$ cat src/rtl/uart_reg_bridge_pkg.sv
// rtl/uart_reg_bridge_pkg.sv - frame states and command/reply byte codes for uart_reg_bridge
// Honours UART_REG_BRIDGE_CHECKSUM_EN (adds the GET_SUM state).
package uart_reg_bridge_pkg;

  typedef enum logic [2:0] {
    S_IDLE,
    S_GET_ADDR,
    S_GET_DH,
    S_GET_DL,
`ifdef UART_REG_BRIDGE_CHECKSUM_EN
    S_GET_SUM,
`endif
    S_BUS,
    S_SEND0,
    S_SEND1
  } state_t;

  localparam logic [7:0] CMD_WR  = 8'h57;
  localparam logic [7:0] CMD_RD  = 8'h52;
  localparam logic [7:0] RSP_OK  = 8'h4B;
  localparam logic [7:0] RSP_BAD = 8'h3F;
  localparam logic [7:0] RSP_TMO = 8'h54;
  localparam logic [7:0] RSP_SUM = 8'h45;

  // States in which the byte timeout runs (frame started, more bytes owed).
  function automatic logic is_get(input state_t s);
`ifdef UART_REG_BRIDGE_CHECKSUM_EN
    return (s == S_GET_ADDR) || (s == S_GET_DH) || (s == S_GET_DL) || (s == S_GET_SUM);
`else
    return (s == S_GET_ADDR) || (s == S_GET_DH) || (s == S_GET_DL);
`endif
  endfunction

endpackage

$ cat src/rtl/uart_bridge_timer.sv
// rtl/uart_bridge_timer.sv - up-counter with clear, run enable and terminal flag at a loadable limit
module uart_bridge_timer #(
  parameter int WIDTH = 8
) (
  input  logic             clk,
  input  logic             reset,
  input  logic             clear,
  input  logic             enable,
  input  logic [WIDTH-1:0] limit,
  output logic             done
);

  logic [WIDTH-1:0] count;

  assign done = (count == limit);

  always_ff @(posedge clk or posedge reset) begin
    if (reset) begin
      count <= '0;
    end else if (clear) begin
      count <= '0;
    end else if (enable && !done) begin
      count <= count + 1'b1;
    end
  end

endmodule

$ cat src/rtl/uart_reg_bridge.sv
// rtl/uart_reg_bridge.sv - UART byte-frame to register-bus master
// Optional request/reply checksum byte: define UART_REG_BRIDGE_CHECKSUM_EN.
module uart_reg_bridge
  import uart_reg_bridge_pkg::*;
#(
  parameter int BYTE_TIMEOUT = 50000,
  parameter int BUS_TIMEOUT  = 255,
  parameter int ADDR_W       = 8
) (
  input  logic              clk,
  input  logic              reset,
  input  logic              rx_valid,
  input  logic [7:0]        rxdata,
  output logic              read_rx,
  input  logic              tx_empty,
  output logic [7:0]        txdata,
  output logic              write_tx,
  output logic [ADDR_W-1:0] bus_addr,
  output logic [15:0]       bus_wdata,
  output logic              bus_wr,
  output logic              bus_rd,
  input  logic [15:0]       bus_rdata,
  input  logic              bus_ack,
  output logic              busy,
  output logic [7:0]        err_count
);

  localparam int BYTE_W = $clog2(BYTE_TIMEOUT + 1);
  localparam int BUS_W  = $clog2(BUS_TIMEOUT + 1);
  localparam logic [BYTE_W-1:0] BYTE_LIM = BYTE_W'(BYTE_TIMEOUT - 1);
  localparam logic [BUS_W-1:0]  BUS_LIM  = BUS_W'(BUS_TIMEOUT - 1);
`ifdef UART_REG_BRIDGE_CHECKSUM_EN
  localparam state_t S_REQ_END = S_GET_SUM;
`else
  localparam state_t S_REQ_END = S_BUS;
`endif

  state_t            state, state_next;
  logic              pop, push, pop_q, push_q;
  logic              is_wr, err_inc, rsp_load;
  logic [23:0]       rsp_buf, rsp_val;
  logic [1:0]        tx_left, rsp_len;
  logic [ADDR_W-1:0] addr;
  logic [15:0]       wdata;
  logic              byte_done, bus_done;
`ifdef UART_REG_BRIDGE_CHECKSUM_EN
  logic [7:0]        sum;
`endif

  uart_bridge_timer #(.WIDTH(BYTE_W)) u_byte_timer (
    .clk(clk), .reset(reset), .clear(pop || !is_get(state)), .enable(is_get(state)),
    .limit(BYTE_LIM), .done(byte_done)
  );

  uart_bridge_timer #(.WIDTH(BUS_W)) u_bus_timer (
    .clk(clk), .reset(reset), .clear(state != S_BUS), .enable(state == S_BUS),
    .limit(BUS_LIM), .done(bus_done)
  );

  assign read_rx   = pop;
  assign write_tx  = push;
  assign txdata    = rsp_buf[23:16];
  assign bus_addr  = addr;
  assign bus_wdata = wdata;
  assign bus_wr    = (state == S_BUS) && is_wr;
  assign bus_rd    = (state == S_BUS) && !is_wr;
  assign busy      = (state != S_IDLE);

  always_comb begin
    // pop_q masks the stale rx_valid the UART still shows right after a pop
    pop        = rx_valid && !pop_q && !reset && ((state == S_IDLE) || is_get(state));
    push       = ((state == S_SEND0) || (state == S_SEND1)) && tx_empty && !push_q;
    state_next = state;
    err_inc    = 1'b0;
    rsp_load   = 1'b0;
    rsp_val    = 24'h0;
    rsp_len    = 2'd0;
    case (state)
      S_IDLE: if (pop) begin
        if ((rxdata == CMD_WR) || (rxdata == CMD_RD)) begin
          state_next = S_GET_ADDR;
        end else begin
          state_next = S_SEND0;
          rsp_load   = 1'b1;
          rsp_val    = {RSP_BAD, 16'h0};
          rsp_len    = 2'd1;
          err_inc    = 1'b1;
        end
      end
      S_GET_ADDR: if (pop) state_next = is_wr ? S_GET_DH : S_REQ_END;
      S_GET_DH:   if (pop) state_next = S_GET_DL;
      S_GET_DL:   if (pop) state_next = S_REQ_END;
`ifdef UART_REG_BRIDGE_CHECKSUM_EN
      S_GET_SUM: if (pop) begin
        if (rxdata == sum) begin
          state_next = S_BUS;
        end else begin
          state_next = S_SEND0;
          rsp_load   = 1'b1;
          rsp_val    = {RSP_SUM, 16'h0};
          rsp_len    = 2'd1;
          err_inc    = 1'b1;
        end
      end
`endif
      S_BUS: begin
        if (bus_ack) begin
          state_next = S_SEND0;
          rsp_load   = 1'b1;
          if (is_wr) begin
            rsp_val = {RSP_OK, 16'h0};
            rsp_len = 2'd1;
          end else begin
`ifdef UART_REG_BRIDGE_CHECKSUM_EN
            rsp_val = {bus_rdata, bus_rdata[15:8] ^ bus_rdata[7:0]};
            rsp_len = 2'd3;
`else
            rsp_val = {bus_rdata, 8'h00};
            rsp_len = 2'd2;
`endif
          end
        end else if (bus_done) begin
          state_next = S_SEND0;
          rsp_load   = 1'b1;
          rsp_val    = {RSP_TMO, 16'h0};
          rsp_len    = 2'd1;
          err_inc    = 1'b1;
        end
      end
      S_SEND0, S_SEND1: if (push) state_next = (tx_left == 2'd1) ? S_IDLE : S_SEND1;
      default: state_next = S_IDLE;
    endcase
    // a byte popped in the expiry cycle keeps the frame alive
    if (is_get(state) && !pop && byte_done) begin
      state_next = S_IDLE;
      err_inc    = 1'b1;
    end
  end

  always_ff @(posedge clk or posedge reset) begin
    if (reset) begin
      state     <= S_IDLE;
      pop_q     <= 1'b0;
      push_q    <= 1'b0;
      is_wr     <= 1'b0;
      addr      <= '0;
      wdata     <= 16'h0;
      rsp_buf   <= 24'h0;
      tx_left   <= 2'd0;
      err_count <= 8'h0;
`ifdef UART_REG_BRIDGE_CHECKSUM_EN
      sum       <= 8'h0;
`endif
    end else begin
      state  <= state_next;
      pop_q  <= pop;
      push_q <= push;
      if (pop) begin
`ifdef UART_REG_BRIDGE_CHECKSUM_EN
        sum <= (state == S_IDLE) ? rxdata : (sum ^ rxdata);
`endif
        case (state)
          S_IDLE:     is_wr <= (rxdata == CMD_WR);
          S_GET_ADDR: addr <= rxdata[ADDR_W-1:0];
          S_GET_DH:   wdata[15:8] <= rxdata;
          S_GET_DL:   wdata[7:0] <= rxdata;
          default: ;
        endcase
      end
      if (rsp_load) begin
        rsp_buf <= rsp_val;
        tx_left <= rsp_len;
      end else if (push) begin
        rsp_buf <= {rsp_buf[15:0], 8'h00};
        tx_left <= tx_left - 2'd1;
      end
      if (err_inc && (err_count != 8'hFF)) err_count <= err_count + 8'd1;
    end
  end

endmodule
$ cat config.mk
export PLATFORM = sky130hd
export DESIGN_NAME = uart_reg_bridge
export DESIGN_NICKNAME = d
export VERILOG_FILES = /design/src/rtl/uart_reg_bridge_pkg.sv /design/src/rtl/uart_bridge_timer.sv /design/src/rtl/uart_reg_bridge.sv
export SDC_FILE = /design/constraint.sdc
export NUM_CORES = 1
export LEC_CHECK = 0
export BUFFER_PORTS_ARGS = -buffer_cell sky130_fd_sc_hd__buf_2
export CAP_MARGIN = 20
export CORE_ASPECT_RATIO = 0.5
export CORE_UTILIZATION = 55
export CTS_CLUSTER_DIAMETER = 40
export DETAILED_ROUTE_END_ITERATION = 10
export PLACE_DENSITY = 0.79
export SLEW_MARGIN = 10
export SYNTH_ARGS = -nofsm -noshare
export SYNTH_HDL_FRONTEND = slang
export SYNTH_SLANG_ARGS = --single-unit
$ cat constraint.sdc
create_clock -name clk -period 3.1 [get_ports clk]
set_clock_uncertainty 0.15 [all_clocks]
set_input_delay 0.155 -clock clk [delete_from_list [all_inputs] [get_ports clk]]
set_output_delay 0.155 -clock clk [all_outputs]
set_load 0.005 [all_outputs]
==> results_dict.tcl, run 1 <==
set metrics [dict create \
    status "complete, no violations" \
    syn_to_final_growth_pct 24.7 \
    wirelength_mm 9.41 \
    synth_fa_ha_area_share_pct 1.61 \
    dieArea_mm2 0.00745 \
    cap_violations 0 \
    ys_seq_area_share_pct 51.4 \
    fin_area_mm2 0.00486 \
    synthSimpleGateAreaFrac_pct 18.4 \
    grt_max_degree 45 \
    ys.warnings.count 0 \
    htreeDepth 3 \
    vias 3151 \
    yosysTopAreaCell "dfrtp_1" \
    synth_xor_area_share_pct 4.95 \
    synthTopCellsByCount "80 x dfrtp_1, 34 x nor2_1, 29 x mux2_2" \
    synth_seq_cells 80 \
    root_buffer "clkbuf_16" \
    die_w_um 121 \
    synth.most_common_cell "dfrtp_1" \
    finalSetupViolCount 0 \
    grt-ovfl-total 0 \
    drc 0 \
    clkSlewWorstSetupHoldPaths_ns 0.06 \
    postCtsResizedCells 0 \
    yosysTopAreaCellShare_pct 51.4 \
    startpoint_type "flip-flop" \
    r2r-start "state[0]" \
    hold_depth 4 \
    criticalPathCategory "flip-flop to flip-flop" \
    via_per_inst 5.76 \
    drt_first_pass_iters 5 \
    die_h_um 61.5 \
    postPlaceCellArea_mm2 0.00432 \
    synth_compound_area_share_pct 10.8 \
    ir_drop_uv 562 \
    track_usage_pct 27.4 \
    crit_start "state[0]" \
    cts_tree "built" \
    syn_area_per_cell_um2 10.8 \
    rsz0062_at_grt "false" \
    synth_area_leaders "dfrtp_1 51%, mux2_2 8.4%, nor2_1 3.3%" \
    synth-edff-count 0 \
    slew_violations 0 \
    fmax_mhz 379 \
    tightestPinTransition_ns 0.782 \
    syn_nets 394 \
    grt_pass1_vias 3031 \
    yosysUniqueCellTypes 49 \
    start_util_pct 57.7 \
    rr_worst_depth 5 \
    path_max_fanout 14 \
    coreArea_mm2 0.00675 \
    insertion_delay_ns 0.34 \
    p_leak_nw 2.31 \
    synthCells 360 \
    nets 484 \
    num_antenna_cells 0 \
    row_count 21 \
    cts_sinks 80 \
    post-route-period-util_pct 85.1 \
    synth_top_family_by_area "simple AND/OR/NAND/NOR gates" \
    ys.flop_type "dfrtp_1" \
    syn-cell-area_mm2 0.00390 \
    io_buffers 73 \
    clock_path_buffers 2 \
    cp-end-kind "flip-flop" \
    antenna_left 0 \
    ys_async_sr_fraction_pct 100 \
    drtIter0Drc 261 \
    hold_violations 0 \
    fin_crit_ns 2.64 \
    cellPowerDensity_mw_per_mm2 815 \
    drive_gt1_share_pct 29.0 \
    ios 74 \
    dp_hpwl_mm 6.02 \
    antenna_found_initial 0 \
    wl_per_cell_um 17.2 \
    max_slew_margin_pct 47.8 \
    grt_first_pass_wirelength_mm 14.9 \
    synthMuxAreaShare_pct 9.47 \
    gp_congestion 0.790 \
    setup_tns_ns 0 \
    cp.required_ns 3.14 \
    critPathArrivalTime_ns 2.67 \
    cts_buffers 9 \
    hold_class "input port to flip-flop" \
    worstHoldStart "bus_rdata[9]" \
]
final cells by class:
type / count / area, um^2
Sequential cell: 80 / 2000
Fill cell: 462 / 1890
Multi-Input combinational cell: 253 / 1760
Timing Repair Buffer: 98 / 616
Clock buffer: 10 / 229
Tap cell: 92 / 115
Clock inverter: 6 / 108
Inverter: 8 / 30.0
worst paths after layout:
check / endpoint / slack, ns
max: rsp_buf[23] / 0.46
min: rsp_buf[17] / 0.004
max reg2reg: rsp_buf[23] / 0.46
min reg2reg: bus_addr[1] / 0.35
max in group asynchronous: err_count[7] / 1.72
min in group asynchronous: pop_q / 0.38
placed cells by master (no fill, tap or decap), drive strengths merged, types with 8 or more instances in the layout:
cell type / count
a21oi: 11
xor2: 13
nand3: 21
dlygate4sd3: 20
a22o: 8
nand2: 23
and3: 11
o21ai: 15
dfrtp: 80
nor2: 34
mux2: 31
clkbuf: 10
nor3: 10
xnor2: 9
buf: 78
cells by family after synthesis:
logic type | after synthesis
AND/OR/NAND/NOR | 135
flip-flops | 80
AO/OA/AOI/OAI | 58
multiplexers | 33
buffers and inverters | 27
XOR/XNOR | 22
adder cells (fa/ha/maj) | 5
layer usage:
layer	GRT usage, %	part of all wire (%)
met3	8.80	6.8
met2	46.6	47
met1	33.2	43
met5	0	0
met4	11.6	2.2
repair_timing:
action,in CTS,in global routing
buffers inserted,0,0
hold endpoints to repair,72,0
hold buffers,20,0
where the power goes:
group / switching [W] / internal [W]
sequential: 0.000227 / 0.00132
clock: 0.000419 / 0.000784
combinational: 0.000633 / 0.000579
metrics by stage:
| step | utilization [%] | instances | power [W] | worst slack (ns) | hold slack, ns |
|---|---|---|---|---|---|
| 6_report | 72.0 | 547 | 0.00396 | 0.463 | 0.00447 |
| 5_1_grt | 72.0 | 547 | 0.00419 | 0.281 | 0.0433 |
| 4_1_cts | 72.0 | 547 | 0.00394 | 0.547 | 0.00231 |
| 3_5_place_dp | 64.0 | 511 | 0.00271 | 0.587 | 0.205 |
| 3_3_place_gp | 64.0 | 511 | 0.00264 | 0.642 | 0.192 |
| 2_1_floorplan | - | 360 | 0.00234 | 0.743 | 0.138 |
sequential cells by signal (all words and copies together) (netlist names):
register            count
bus_wdata              16
u_bus_timer.count       8
rsp_buf                16
push_q                  1
state                   3
u_byte_timer.count     16
tx_left                 2
is_wr                   1
err_count               8
pop_q                   1
bus_addr                8
worst max-delay path, cell delays in order (launching register included):
cell and delay [ns]:
dfrtp_1 0.51, xor2_1 0.24, nand3_1 0.33, clkinv_1 0.34
nor3_2 0.70, a22oi_1 0.20
Power figures use the tool's default switching activity.
==> run 2, diff against run 1 <==
- ABC_AREA: unset -> 1
==> run 2 against run 1 <==
Critical path depth increased by 1. Worst setup slack better by 0.57 ns. Cell count up 28%. Largest power group unchanged. Register-to-register slack improved by 0.74 ns. Worst hold slack better by 0.028 ns. Via count is 13% higher. Combinational power increased by 8%. Non-clock buffer count shrank 3. Utilization decreased by 2.4 points. Count of clock-buffer cells in the layout rose by 2. Synthesized cell count grew 42%.
==> results_dict.tcl, run 2 <==
set metrics [dict create \
    status "complete, no violations" \
    setup_tns_ns 0 \
    ys.warnings.count 0 \
    postCtsResizedCells 0 \
    ff_latch_area_mm2 0.00200 \
    worst_hold_path.endpoint "rsp_buf[19]" \
    ys.flop_type "dfrtp_1" \
    antenna_found_initial 0 \
    synth_seq_cells 80 \
    yosysTopAreaCell "dfrtp_1" \
    timing.hold.ws_ns 0.0328 \
    cp.required_ns 2.79 \
    grt_max_degree 81 \
    synth_compound_area_share_pct 8.08 \
    synthTopCellsByCount "154 x nand2_1, 80 x dfrtp_1, 57 x inv_1" \
    start_util_pct 56.9 \
    worstHoldStart "bus_rdata[11]" \
    synth.most_common_cell "nand2_1" \
    rsz0062_at_grt "false" \
    crit_start "state[1]" \
    hold_depth 5 \
    layout_commonest_cell "nand2_1" \
    max_slew_margin_pct 67.7 \
    worstPathCellList "nand2_1, nand2_1, nor2_2, nand3_4, inv_1, buf_2" \
    antenna_left 0 \
    synth_area_leaders "dfrtp_1 48%, nand2_1 14%, inv_1 5.1%" \
    synthMuxAreaShare_pct 1.92 \
    slowest_delay_ns 0.47 \
    critPathTopFamily "simple AND/OR/NAND/NOR gates" \
    synthSimpleGateAreaFrac_pct 30.1 \
    grt-ovfl-total 0 \
    yosysTopAreaCellShare_pct 47.9 \
    die_w_um 125 \
    synth_top_family_by_area "simple AND/OR/NAND/NOR gates" \
    htreeDepth 3 \
    wirelength_mm 8.94 \
    criticalPathCategory "flip-flop to output pin" \
    num_antenna_cells 0 \
    drive_gt1_share_pct 20.0 \
    dp_hpwl_mm 6.09 \
    cts_sinks 80 \
    root_buffer "clkbuf_16" \
    drc 0 \
    drtIter0Drc 296 \
    row_count 22 \
    via_per_inst 5.09 \
    syn_to_final_growth_pct 22.3 \
    r2r_slack_ns 1.20 \
    yosysUniqueCellTypes 36 \
    track_usage_pct 24.5 \
    hold_class "input port to flip-flop" \
    clock_path_buffers 2 \
    drt_first_pass_iters 5 \
    syn_nets 544 \
    synth_fa_ha_area_share_pct 1.50 \
    fin_crit_ns 2.07 \
    crit_buf_inv 2 \
    syn_area_per_cell_um2 8.20 \
    fill_cells 559 \
    vias 3570 \
    tightestPinTransition_ns 0.484 \
    cp_slowest_cell "dfrtp_1" \
    grt_pass1_vias 3304 \
    r2r-start "u_byte_timer.count[0]" \
    die_h_um 63.6 \
    ir_drop_uv 474 \
    cts_tree "built" \
    hold_violations 0 \
    fmax_mhz 484 \
    io_buffers 73 \
    cellPowerDensity_mw_per_mm2 795 \
    cp-end-kind "output pin" \
    insertion_delay_ns 0.34 \
    ys_async_sr_fraction_pct 100 \
    layout_common_cells "154 x nand2_1, 80 x dfrtp_1, 73 x buf_2" \
    postCtsHoldBufs 19 \
    critPathArrivalTime_ns 1.76 \
    ys_seq_area_share_pct 47.9 \
    post-cts-setup-buffer-count 0 \
    fin_area_mm2 0.00511 \
    syn-cell-area_mm2 0.00418 \
    gp_congestion 0.843 \
    rr_worst_depth 8 \
    dieArea_mm2 0.00797 \
    finalSetupViolCount 0 \
    cap_violations 0 \
    p_leak_nw 2.69 \
    synth_xor_area_share_pct 1.89 \
    cts_buffers 9 \
    coreArea_mm2 0.00735 \
    post-route-period-util_pct 66.6 \
    multi_input_area_mm2 0.00182 \
    grt_first_pass_wirelength_mm 15.2 \
    slew_violations 0 \
    path_max_fanout 7 \
    startpoint_type "flip-flop" \
    rr_endpoint "err_count[1]" \
    ios 74 \
    synthCells 510 \
    synth-edff-count 0 \
    clkSlewWorstSetupHoldPaths_ns 0.06 \
    wl_per_cell_um 12.8 \
    crit_path_frequent_cell "nand2_1" \
    postPlaceCellArea_mm2 0.00455 \
    nets 634 \
]
-- run 2: cell count changes after synthesis, sizes merged, moves of 7 or more --
cell / before / now
a22o: 8 / 0
and3: 11 / 0
inv: 6 / 62
clkbuf: 9 / 2
nand2: 23 / 164
xnor2: 9 / 2
o21ai: 15 / 42
mux2: 31 / 0
nand3: 21 / 43
-- run 2: cell type report --
cell class                 count  area share [%]
inverter                      62            4.68
clock inverter                 4            1.49
clock buffer                  12            5.02
timing repair buffer          95            11.8
sequential                    80            39.2
tap                           96            2.35
multi-input combinational    352            35.5
-- run 2: where the power goes --
part	total (W)	switching, W	internal (W)	leakage [nW]
clock network	0.00117	0.000420	0.000751	0.159
registers	0.00158	0.000225	0.00136	1.06
logic	0.00131	0.000789	0.000525	1.48
-- run 2: worst max-delay path by stage --
| stage | to | slack [ns] | depth (start not counted) |
|---|---|---|---|
| after detailed placement | err_count[5] | 1.21 | 8 |
| final | write_tx | 1.03 | 6 |
| after floorplan | bus_wdata[9] | 0.53 | 6 |
| after CTS | write_tx | 1.04 | 6 |
| after global routing | write_tx | 0.93 | 6 |
| after global placement | err_count[6] | 1.28 | 8 |
-- run 2: worst register-to-register path, stage by stage (launching register included) --
cell     delay, ns
dfrtp_1       0.40
ha_1          0.21
nand3_1       0.19
nor2_1        0.32
nand3_4       0.15
nand3_4       0.16
nand2_4       0.09
nand2_1       0.07
nand2_1       0.05
-- run 2: stage by stage --
stage	cells	util, %	power (W)	setup WS [ns]
CTS	699	69.0	0.00408	1.04
detailed placement	664	61.9	0.00287	1.21
floorplan	510	-	0.00252	0.532
global placement	664	61.9	0.00282	1.28
global route	701	69.5	0.00435	0.932
finish	701	69.5	0.00407	1.03
-- run 2: kinds of logic (layout without fill, tap and decap cells) --
family / after synthesis / count (layout)
mux: 8 / 8
compound gates: 64 / 64
xor+xnor: 9 / 9
flops: 80 / 80
buf+inv: 78 / 173
fa+ha+maj: 5 / 5
simple gates: 266 / 266
-- run 2: metal layers --
metal | share of wire, % | up-vias | wire length (um) | GRT usage (%)
met3 | 5.7 | 10 | 507 | 6.03
li1 | - | 1805 | - | -
met2 | 46 | 98 | 4110 | 38.8
met5 | 0 | - | 0 | 0
met4 | 1.2 | 0 | 107 | 8.84
met1 | 47 | 1657 | 4220 | 33.1
